===== config.mk =====
export PLATFORM = sky130hd
export DESIGN_NAME = hpm_overflow_flat
export DESIGN_NICKNAME = d
export VERILOG_FILES = /design/src/rtl/hpm_overflow_if.sv /design/src/rtl/hpm_overflow.sv /design/src/flat_wrapper.sv
export SDC_FILE = /design/constraint.sdc
export NUM_CORES = 1
export LEC_CHECK = 0
export ABC_AREA = 1
export CORE_AREA = 2 2 219 221
export CTS_BUF_LIST = sky130_fd_sc_hd__clkbuf_2 sky130_fd_sc_hd__clkbuf_4 sky130_fd_sc_hd__clkbuf_8
export DETAILED_ROUTE_END_ITERATION = 12
export DIE_AREA = 0 0 221 223
export PLACE_DENSITY = 0.54
export SYNTH_ARGS = -nofsm -noshare
export SYNTH_HDL_FRONTEND = slang
export SYNTH_SLANG_ARGS = --single-unit

===== constraint.sdc =====
create_clock -name clk -period 4.1 [get_ports clk]
set_clock_uncertainty 0.15 [all_clocks]
set_input_delay 0.82 -clock clk [delete_from_list [all_inputs] [get_ports clk]]
set_output_delay 0.82 -clock clk [all_outputs]
set_load 0.01 [all_outputs]

===== src/rtl/hpm_overflow_if.sv =====
// CSR access bundle between the CSR decode stage and the hpm_overflow block.
// Latency: combinational read path; the write takes effect on the next clk edge.
// Backpressure: none, because the CSR strobe is a single-cycle, always-accepted request.
interface hpm_overflow_if #(
   parameter int XLEN = 64
);
   logic            CSRMWriteM;    // M-mode CSR write strobe, already qualified
   logic [11:0]     CSRAdrM;       // CSR address
   logic [XLEN-1:0] CSRWriteValM;  // write data
   logic [XLEN-1:0] HPMReadValM;   // read data from the event registers
   logic            HPMHitM;       // address belongs to this block

   // CSR decode side drives the request
   modport master (
      output CSRMWriteM, CSRAdrM, CSRWriteValM,
      input  HPMReadValM, HPMHitM
   );

   // hpm_overflow side answers
   modport slave (
      input  CSRMWriteM, CSRAdrM, CSRWriteValM,
      output HPMReadValM, HPMHitM
   );
endinterface


===== src/rtl/hpm_overflow.sv =====
// Sscofpmf mhpmevent state: selector, mode inhibits, sticky OF, count gates and LCOFI set pulse.
// Latency: gates/reads 0 cycles; OF and LCOFISetM 1 cycle after the wrapping increment.
// Backpressure: none; HPM_MODE_INHIBIT_EN enables MINH/SINH/UINH storage (else gates tied high).
module hpm_overflow #(
   parameter int XLEN      = 64,
   parameter int COUNTERS  = 32,
   parameter int EVSELBITS = 8,
   parameter int MAXEVENT  = 24
) (
   input  logic                          clk,
   input  logic                          reset,
   hpm_overflow_if.slave                 csr,
   input  logic [1:0]                    PrivilegeModeW,
   input  logic [COUNTERS-1:0]           CounterIncM,
   input  logic [COUNTERS-1:0]           CounterAllOnesM,
   input  logic [COUNTERS-1:0]           CounterWriteM,
   output logic [COUNTERS-1:0]           CountGateM,
   output logic [COUNTERS*EVSELBITS-1:0] EventSelM,
   output logic                          LCOFISetM,
   output logic [COUNTERS-1:0]           OFVecM
);

   // Counters 0..2 (cycle, time, instret) own no event register.
   localparam logic [COUNTERS-1:0]  IMPL_MASK = {{(COUNTERS-3){1'b1}}, 3'b000};
   localparam logic [EVSELBITS-1:0] MAXSEL    = EVSELBITS'(MAXEVENT);

   // ---------------- address decode ----------------
   logic [4:0]          idx;
   logic                in_range;
   logic                hit_lo;
   logic                hit_hi;
   logic [COUNTERS-1:0] sel_idx;
   logic [COUNTERS-1:0] wr_lo;
   logic [COUNTERS-1:0] wr_hi;
   logic [COUNTERS-1:0] flag_wr;

   assign idx      = csr.CSRAdrM[4:0];
   assign in_range = (idx >= 5'd3);
   // 0x320..0x33F share address bits [11:5]; mhpmeventh lives at 0x720..0x73F on RV32.
   assign hit_lo   = (csr.CSRAdrM[11:5] == 7'h19) & in_range;
   assign hit_hi   = (XLEN == 32) & (csr.CSRAdrM[11:5] == 7'h39) & in_range;
   assign csr.HPMHitM = hit_lo | hit_hi;

   // One-hot select of the implemented register addressed; empty for indices >= COUNTERS.
   always_comb begin
      sel_idx = '0;
      for (int i = 0; i < COUNTERS; i++) begin
         sel_idx[i] = (idx == 5'(i)) & IMPL_MASK[i];
      end
   end

   assign wr_lo   = {COUNTERS{csr.CSRMWriteM & hit_lo}} & sel_idx;
   assign wr_hi   = {COUNTERS{csr.CSRMWriteM & hit_hi}} & sel_idx;
   // Flags sit in the upper 4 bits of mhpmevent on RV64, of mhpmeventh on RV32.
   assign flag_wr = (XLEN == 64) ? wr_lo : wr_hi;

   // ---------------- write data ----------------
   logic [3:0]           wflags;     // {OF, MINH, SINH, UINH}
   logic [EVSELBITS-1:0] wsel;
   logic [EVSELBITS-1:0] wsel_legal;

   assign wflags     = csr.CSRWriteValM[XLEN-1 -: 4];
   assign wsel       = csr.CSRWriteValM[EVSELBITS-1:0];
   assign wsel_legal = (wsel > MAXSEL) ? '0 : wsel;

   // ---------------- overflow detect ----------------
   // A software write to the counter in the same cycle replaces the wrap.
   logic [COUNTERS-1:0] ovf;
   assign ovf = CounterIncM & CounterAllOnesM & ~CounterWriteM & IMPL_MASK;

   // ---------------- state ----------------
   logic [COUNTERS-1:0]  of_q,  of_d;
   logic [EVSELBITS-1:0] sel_q [COUNTERS];
   logic [EVSELBITS-1:0] sel_d [COUNTERS];
   logic                 lcofi_q, lcofi_d;
   logic [COUNTERS-1:0]  minh, sinh, uinh;

   // OF: software write applies first, a wrap in the same cycle overrides it to 1.
   always_comb begin
      of_d    = ((of_q & ~flag_wr) | (flag_wr & {COUNTERS{wflags[3]}})) | ovf;
      // Only a 0->1 transition caused by a wrap raises the interrupt; all wraps merge.
      lcofi_d = |(ovf & ~of_q);
      sel_d   = sel_q;
      for (int i = 0; i < COUNTERS; i++) begin
         if (wr_lo[i]) sel_d[i] = wsel_legal;
      end
   end

   // OF, selector and pulse registers; reset also drops a pulse in flight.
   always_ff @(posedge clk) begin
      if (reset) begin
         of_q    <= '0;
         lcofi_q <= 1'b0;
         sel_q   <= '{default: '0};
      end else begin
         of_q    <= of_d;
         lcofi_q <= lcofi_d;
         sel_q   <= sel_d;
      end
   end

`ifdef HPM_MODE_INHIBIT_EN
   logic [COUNTERS-1:0] minh_q, minh_d;
   logic [COUNTERS-1:0] sinh_q, sinh_d;
   logic [COUNTERS-1:0] uinh_q, uinh_d;
   logic                priv_m, priv_s, priv_u;

   // Inhibit bits follow the flag write; untouched otherwise.
   always_comb begin
      minh_d = (minh_q & ~flag_wr) | (flag_wr & {COUNTERS{wflags[2]}});
      sinh_d = (sinh_q & ~flag_wr) | (flag_wr & {COUNTERS{wflags[1]}});
      uinh_d = (uinh_q & ~flag_wr) | (flag_wr & {COUNTERS{wflags[0]}});
   end

   // Inhibit registers.
   always_ff @(posedge clk) begin
      if (reset) begin
         minh_q <= '0;
         sinh_q <= '0;
         uinh_q <= '0;
      end else begin
         minh_q <= minh_d;
         sinh_q <= sinh_d;
         uinh_q <= uinh_d;
      end
   end

   assign minh   = minh_q;
   assign sinh   = sinh_q;
   assign uinh   = uinh_q;
   assign priv_m = (PrivilegeModeW == 2'd3);
   assign priv_s = (PrivilegeModeW == 2'd1);
   assign priv_u = (PrivilegeModeW == 2'd0);

   // A counter may count unless the inhibit bit of the current mode is set.
   always_comb begin
      CountGateM = ~(({COUNTERS{priv_m}} & minh_q) |
                     ({COUNTERS{priv_s}} & sinh_q) |
                     ({COUNTERS{priv_u}} & uinh_q));
   end

   logic unused_bits;
   assign unused_bits = ^{csr.CSRWriteValM};
`else
   // Mode inhibits are not stored in this build: they read 0 and every counter is always allowed.
   assign minh       = '0;
   assign sinh       = '0;
   assign uinh       = '0;
   assign CountGateM = '1;

   logic unused_bits;
   assign unused_bits = ^{csr.CSRWriteValM, PrivilegeModeW, wflags[2:0]};
`endif

   // ---------------- read path ----------------
   logic [XLEN-1:0] rd_val;

   // Combinational read of the addressed half; unimplemented bits and registers read 0.
   always_comb begin
      rd_val = '0;
      for (int i = 0; i < COUNTERS; i++) begin
         if (sel_idx[i]) begin
            if (hit_lo) rd_val[EVSELBITS-1:0] = sel_q[i];
            if ((hit_lo && (XLEN == 64)) || hit_hi)
               rd_val[XLEN-1 -: 4] = {of_q[i], minh[i], sinh[i], uinh[i]};
         end
      end
   end

   assign csr.HPMReadValM = rd_val;

   // Flatten the per-counter selectors for the event mux in the counter block.
   always_comb begin
      EventSelM = '0;
      for (int i = 0; i < COUNTERS; i++) begin
         EventSelM[i*EVSELBITS +: EVSELBITS] = sel_q[i];
      end
   end

   assign LCOFISetM = lcofi_q;
   assign OFVecM    = of_q;

endmodule


===== src/flat_wrapper.sv =====
// flat-port wrapper written by rule: the top's interface ports become plain ports
module hpm_overflow_flat 
#(
   parameter int XLEN      = 64,
   parameter int COUNTERS  = 32,
   parameter int EVSELBITS = 8,
   parameter int MAXEVENT  = 24
)
  (clk, reset, PrivilegeModeW, CounterIncM, CounterAllOnesM, CounterWriteM, CountGateM, EventSelM, LCOFISetM, OFVecM, csr_CSRMWriteM, csr_CSRAdrM, csr_CSRWriteValM, csr_HPMReadValM, csr_HPMHitM);
  hpm_overflow_if #(.XLEN(XLEN)) csr_i ();
  input  logic clk;
  input  logic reset;
  input  logic [1:0] PrivilegeModeW;
  input  logic [COUNTERS-1:0] CounterIncM;
  input  logic [COUNTERS-1:0] CounterAllOnesM;
  input  logic [COUNTERS-1:0] CounterWriteM;
  output logic [COUNTERS-1:0] CountGateM;
  output logic [COUNTERS*EVSELBITS-1:0] EventSelM;
  output logic LCOFISetM;
  output logic [COUNTERS-1:0] OFVecM;
  input wire logic [$bits(csr_i.CSRMWriteM)-1:0] csr_CSRMWriteM;
  input wire logic [$bits(csr_i.CSRAdrM)-1:0] csr_CSRAdrM;
  input wire logic [$bits(csr_i.CSRWriteValM)-1:0] csr_CSRWriteValM;
  output wire logic [$bits(csr_i.HPMReadValM)-1:0] csr_HPMReadValM;
  output wire logic [$bits(csr_i.HPMHitM)-1:0] csr_HPMHitM;
  assign csr_i.CSRMWriteM = csr_CSRMWriteM;
  assign csr_i.CSRAdrM = csr_CSRAdrM;
  assign csr_i.CSRWriteValM = csr_CSRWriteValM;
  assign csr_HPMReadValM = csr_i.HPMReadValM;
  assign csr_HPMHitM = csr_i.HPMHitM;
  hpm_overflow #(.XLEN(XLEN), .COUNTERS(COUNTERS), .EVSELBITS(EVSELBITS), .MAXEVENT(MAXEVENT)) u_core (.clk(clk), .reset(reset), .csr(csr_i), .PrivilegeModeW(PrivilegeModeW), .CounterIncM(CounterIncM), .CounterAllOnesM(CounterAllOnesM), .CounterWriteM(CounterWriteM), .CountGateM(CountGateM), .EventSelM(EventSelM), .LCOFISetM(LCOFISetM), .OFVecM(OFVecM));
endmodule

==> results of run 1 <==
-- critical path, delay by kind of cell --
family | cells | cell delay, ps
AO/OA/AOI/OAI | 2 | 180
buffers and inverters | 8 | 930
AND/OR/NAND/NOR | 24 | 1800
-- per-layer routing --
metal	global-route usage	share of wire	routed length, um	vias to the layer above
met4	0.0857	0.034	1920	2
met5	0	0.00023	13	-
met1	0.272	0.41	23500	6621
met2	0.383	0.48	27500	555
li1	-	-	-	6934
met3	0.0537	0.073	4180	101
-- repair_timing --
action,4_1_cts,5_1_grt
hold buffers,0,0
gates cloned,1,0
pin swaps,64,58
resized for setup,154,48
endpoints found under the setup margin,9,9
buffers inserted,17,6
-- worst min path at each step --
| stage | startpoint | depth (start not counted) | endpoint | slack, ps |
|---|---|---|---|---|
| floorplan | u_core.EventSelM[101] | 2 | u_core.EventSelM[101] | 330 |
| global placement | u_core.EventSelM[221] | 2 | u_core.EventSelM[221] | 300 |
| detailed placement | u_core.EventSelM[111] | 2 | u_core.EventSelM[111] | 310 |
| CTS | u_core.EventSelM[111] | 2 | u_core.EventSelM[111] | 310 |
| global route | u_core.EventSelM[183] | 2 | u_core.EventSelM[183] | 330 |
| finish | u_core.EventSelM[253] | 2 | u_core.EventSelM[253] | 320 |
-- power breakdown --
group	switching (mW)	internal, mW
logic	0.258	0.192
registers	0.0175	2.56
clock network	1.15	1.61
total	1.43	4.37
-- cell families after synthesis --
family	count (synthesis)	share of synthesized area
other	2	0.000585
AND/OR/NAND/NOR	712	0.243
buffers and inverters	415	0.156
flip-flops	262	0.408
AO/OA/AOI/OAI	471	0.191
-- cell usage in the layout, fill, tap and decap left out, types with 9 or more instances in the layout --
master / n
inv_2: 10
nand3_1: 117
nand2_2: 18
buf_2: 13
a21oi_1: 236
nor3_1: 33
nand3_2: 13
nand3b_1: 15
buf_12: 9
nor2_2: 12
nor2_4: 11
conb_1: 114
buf_4: 150
nor2_1: 191
clkdlybuf4s50_1: 361
clkbuf_4: 16
dfxtp_1: 262
clkbuf_8: 62
nand4_1: 35
nand2_1: 256
o21ai_0: 182
inv_1: 179
buf_6: 21
-- layout make-up --
class	instances	area (um2)	area share
multi-input cells	1297	6320	0.325
repair buffers	559	5290	0.272
flip-flops and latches	262	5250	0.270
clock buffers	78	973	0.0501
well taps	615	769	0.0396
inverters	198	758	0.0390
clock inverters	5	77.6	0.00399
diodes	1	2.50	0.000129
-- sequential cells by signal (all words and copies together) (netlist names) --
name,count
u_core.LCOFISetM,1
u_core.EventSelM,232
u_core.OFVecM,29
==> results.md, run 1 <==
- H-tree levels: 2
- Die Ht: 223 um
- Clk buf depth: 3
- # clock sinks: 262
- ANT nets after route: 0
- Fin nets: 2543
- Leading post-synthesis cells by instance count: nand2_1, dfxtp_1, a21oi_1, nor2_1, inv_1
- Pre-CTS WS: -1790 ps
- # rows: 80
- Port Buffers: 382
- Final Hold Vio Count: 0
- RSZ-0062 raised after global routing: true
- Finished Cell Area: 19400 um2
- Flip-flop and latch count after synthesis: 262
- Num CTS Buffers: 48
- Worst-path clk slew: 60 ps
- Pwr per Cell Area: 298 nW/um2
- R2R cell count: 6
- Remaining Overflow, GRT: 0
- Total global-route track usage: 0.224
- Kind of critical path: in2out
- Max_cap viols: 0
- CP Launch Type: input pin
- Setup ws final: -594 ps
- HP Class: reg2reg
- P&R area growth vs syn: 51.3%
- Critical path launch point: csr_CSRAdrM[7]
- Hold_ws: 318 ps
- CP arrival: 3720 ps
- Req. time, crit path: 3130 ps
- R2r startpoint: u_core.OFVecM[19]
- Placer congestion estimate: 0.879
- CTS tree: done
- Last element of the critical path: csr_HPMReadValM[2]
- Status: finished with violations
- Average wire per standard cell: 18.9 um
- Largest net degree at the start of global routing: 100
- Largest cells by area after synthesis: dfxtp_1, a21oi_1, nand2_1
- Power Total: 5.80 mW
- Worst Tran Pin Value: 877 ps
- First-pass GRT wire length: 84.8 mm
- Post-synth ARST share: 0
- EDFF count, synth: 0
- # IOs: 563
- DRC viols: 0
- Synth Area per Inst: 6.90 um2
- Fin. max-slew vios: 0
- Fmax: 213 MHz
- DP Wirelength: 43.4 mm
- Part of the cycle the worst path needs: 1.14
- Most common cell in the netlist: nand2_1
- Die Area: 49300 um2
- Final setup fails: 9
- Final core utilization: 0.412
- CTS Root Cell: clkbuf_8
- Max_slew headroom: 0.410
- DRT Pass-1 Iters: 5
- Starting Density: 0.273
- Primary FF master, synth: dfxtp_1
- Synth Cell Area: 12800 um2
- Synth area leader: dfxtp_1
- Maximum VDD drop: 0.166 mV
- Share of cells above drive strength 1: 0.156
- Vias in the first global route: 13600
- Initial DRC count: 1017
- Routed WL: 57.1 mm
- Post-synthesis sequential area ratio: 0.408
- Largest stage delay on the critical path: 160 ps
- Post-Synthesis Cells: 1862
- Placed cell area: 17800 um2
- Critical path capture point type: output port
- P_leak: 8.29 nW
- Filler Cell Count: 4805
- Reg2reg end: u_core.LCOFISetM
- Synth top area share: 0.408
- Core area: 47100 um2
- DR vias/cell: 4.71
- Worst-path fanout max: 6
- Final TNS setup: -3820 ps
- Placed cell count: 2907
- Yosys Warn Count: 0
- Failing checks: negative setup slack
- Most frequent CP cell: nand2_1
- Initial antenna violation count: 3
- Post-layout min period: 4690 ps
- Die width: 221 um
- Layout Cells excl Fill: 3015
- Vias: 14200
- Crit path max-delay cell type: buf_4
- Netlist cell types: 37
- FF-to-FF setup slack: 1820 ps
- Latest clock arrival within the worst-skew pair: 630 ps
No activity file was read; power rests on OpenSTA's default activity.
==> inputs of run 2 (changes only) <==
==> constraint.sdc (replaced) <==
create_clock -name clk -period 5.2 [get_ports clk]
set_clock_uncertainty 0.15 [all_clocks]
set_input_delay 1.04 -clock clk [delete_from_list [all_inputs] [get_ports clk]]
set_output_delay 1.04 -clock clk [all_outputs]
set_load 0.01 [all_outputs]
==> results.md, run 2 (same netlist as run 1, synthesis figures left out) <==
- Largest register FFs: 232 (unchanged)
- Final core utilization: 0.416 (was 0.412)
- Num CTS Buffers: 47 (was 48)
- Die Ht: 223 um (unchanged)
- Final Hold Vio Count: 0 (unchanged)
- Finished Cell Area: 19600 um2 (was 19400 um2)
- Placed cell area: 17700 um2 (was 17800 um2)
- Die Area: 49300 um2 (unchanged)
- Clk buf depth: 3 (unchanged)
- Initial DRC count: 944 (was 1017)
- Post-CTS Hold Buffers: 0 (unchanged)
- P&R area growth vs syn: 52.6% (was 51.3%)
- Filler Cell Count: 4829 (was 4805)
- Most frequent cells in the layout: clkdlybuf4s50_1, dfxtp_1, a21oi_1 (was clkdlybuf4s50_1, dfxtp_1, nand2_1)
- DRT Pass-1 Iters: 5 (unchanged)
- Remaining Overflow, GRT: 0 (unchanged)
- Port Buffers: 382 (unchanged)
- # rows: 80 (unchanged)
- Largest stage delay on the critical path: 190 ps (was 160 ps)
- DR vias/cell: 4.71 (about the same)
- Latest clock arrival within the worst-skew pair: 610 ps (was 630 ps)
- Hold_ws: 313 ps (was 318 ps)
- # IOs: 563 (unchanged)
- Starting Density: 0.273 (unchanged)
- CP arrival: 3990 ps (was 3720 ps)
- Routed WL: 55.8 mm (was 57.1 mm)
- DP Wirelength: 41.1 mm (was 43.4 mm)
- Max_slew headroom: 0.247 (was 0.410)
- Placer congestion estimate: 0.866 (was 0.879)
- Hold Path Depth: 2 (unchanged)
- Post-layout min period: 5180 ps
- Fin. max-slew vios: 0 (unchanged)
- Worst-path fanout max: 6 (unchanged)
- Fmax: 193 MHz
- Commonest non-fill, non-tap cell in the layout: clkdlybuf4s50_1 (unchanged)
- Req. time, crit path: 4010 ps (was 3130 ps)
- CTS Root Cell: clkbuf_8 (unchanged)
- Pwr per Cell Area: 232 nW/um2 (was 298 nW/um2)
- Largest net degree at the start of global routing: 112 (was 100)
- Most frequent CP cell: nand4_1 (was nand2_1)
- Share of cells above drive strength 1: 0.172 (was 0.156)
- HP Class: reg2reg (unchanged)
- Status: finished, final reports clean (was finished with violations)
- Final setup fails: 0 (was 9)
- Initial antenna violation count: 3 (unchanged)
- Fin nets: 2532 (was 2543)
- Die width: 221 um (unchanged)
- Core area: 47100 um2 (unchanged)
- Total global-route track usage: 0.218 (was 0.224)
- Kind of critical path: in2out (unchanged)
- Worst-path clk slew: 60 ps (about the same)
- Final TNS setup: 0 ps (was -3820 ps)
- Vias: 14200 (about the same)
- H-tree levels: 2 (unchanged)
- # clock sinks: 262 (unchanged)
- CTS tree: done (unchanged)
- P_leak: 8.26 nW (was 8.29 nW)
- Worst Tran Pin Value: 1120 ps (was 877 ps)
- First-pass GRT wire length: 83.7 mm (was 84.8 mm)
- Maximum VDD drop: 0.134 mV (was 0.166 mV)
- RSZ-0062 raised after global routing: true (unchanged)
- Max_cap viols: 0 (unchanged)
- Power Total: 4.54 mW (was 5.80 mW)
- FF+latch area: 5250 um2 (unchanged)
- Area of the multi-input gates: 6570 um2 (was 6320 um2)
- Crit path max-delay cell type: nand4_1 (was buf_4)
- Average wire per standard cell: 18.6 um (was 18.9 um)
- DRC viols: 0 (unchanged)
- CP Launch Type: input pin (unchanged)
- R2R cell count: 5 (was 6)
- Critical path capture point type: output port (unchanged)
- CP Cell Sequence: buf_12 > nor2_4 > nand3_4 > inv_6 > nor2_8 > buf_4 > buf_12 > a31oi_4 > nand4_1 > nor2_2 > nand4_1 > nand2_2 > nand4_1 > nand2_2 > nand4_1 > nand2_1 > nand4_1 > nand2_1 > nand4_1 > nand2_1 > nand3_2 > buf_6
- Part of the cycle the worst path needs: 0.995
- Vias in the first global route: 13700 (was 13600)
- ANT nets after route: 0 (unchanged)
[run 2: timing repair]
item,4_1_cts,5_1_grt
setup endpoints to repair,9,9
cloned,3,0
pin swaps,93,99
resized for setup,190,73
setup buffers,18,15
[run 2: worst paths after layout]
path                         from                    to  slack (ps)
max reg2reg     u_core.OFVecM[19]      u_core.LCOFISetM        2660
min reg2reg  u_core.EventSelM[94]  u_core.EventSelM[94]         310
min          u_core.EventSelM[94]  u_core.EventSelM[94]         310
max                csr_CSRAdrM[3]    csr_HPMReadValM[5]          20
[run 2: routing by layer]
| metal | part of all wire | GRT usage | vias up |
|---|---|---|---|
| met3 | 0.067 | 0.0519 | 67 |
| met2 | 0.49 | 0.378 | 489 |
| li1 | - | - | 6911 |
| met4 | 0.020 | 0.0632 | 2 |
| met1 | 0.42 | 0.269 | 6687 |
| met5 | 0.00023 | 0 | - |
[run 2: critical path, delay by kind of cell]
family,cells,cell delay (ps)
AO/OA/AOI/OAI,1,170
buffers and inverters,5,590
AND/OR/NAND/NOR,16,2140
[run 2: area by class of cell]
type | count | share of cell area
Clock buffer | 75 | 0.0482
Timing Repair Buffer | 548 | 0.267
Sequential cell | 262 | 0.268
Tap cell | 615 | 0.0392
Clock inverter | 8 | 0.00459
Antenna cell | 2 | 0.000255
Inverter | 198 | 0.0387
Multi-Input combinational cell | 1298 | 0.335
[run 2: where the power goes]
group          total, mW  switching, mW  internal, mW
Sequential          2.03         0.0130          2.02
Clock               2.14          0.899          1.24
Combinational      0.363          0.209         0.154
[run 2: through the flow]
stage | setup slack, ps | std cells
finish | 23.9 | 3006
global route | -190 | 3005
CTS | -117 | 2991
detailed placement | -1010 | 2887
global placement | -998 | 2887
floorplan | 880 | 1974
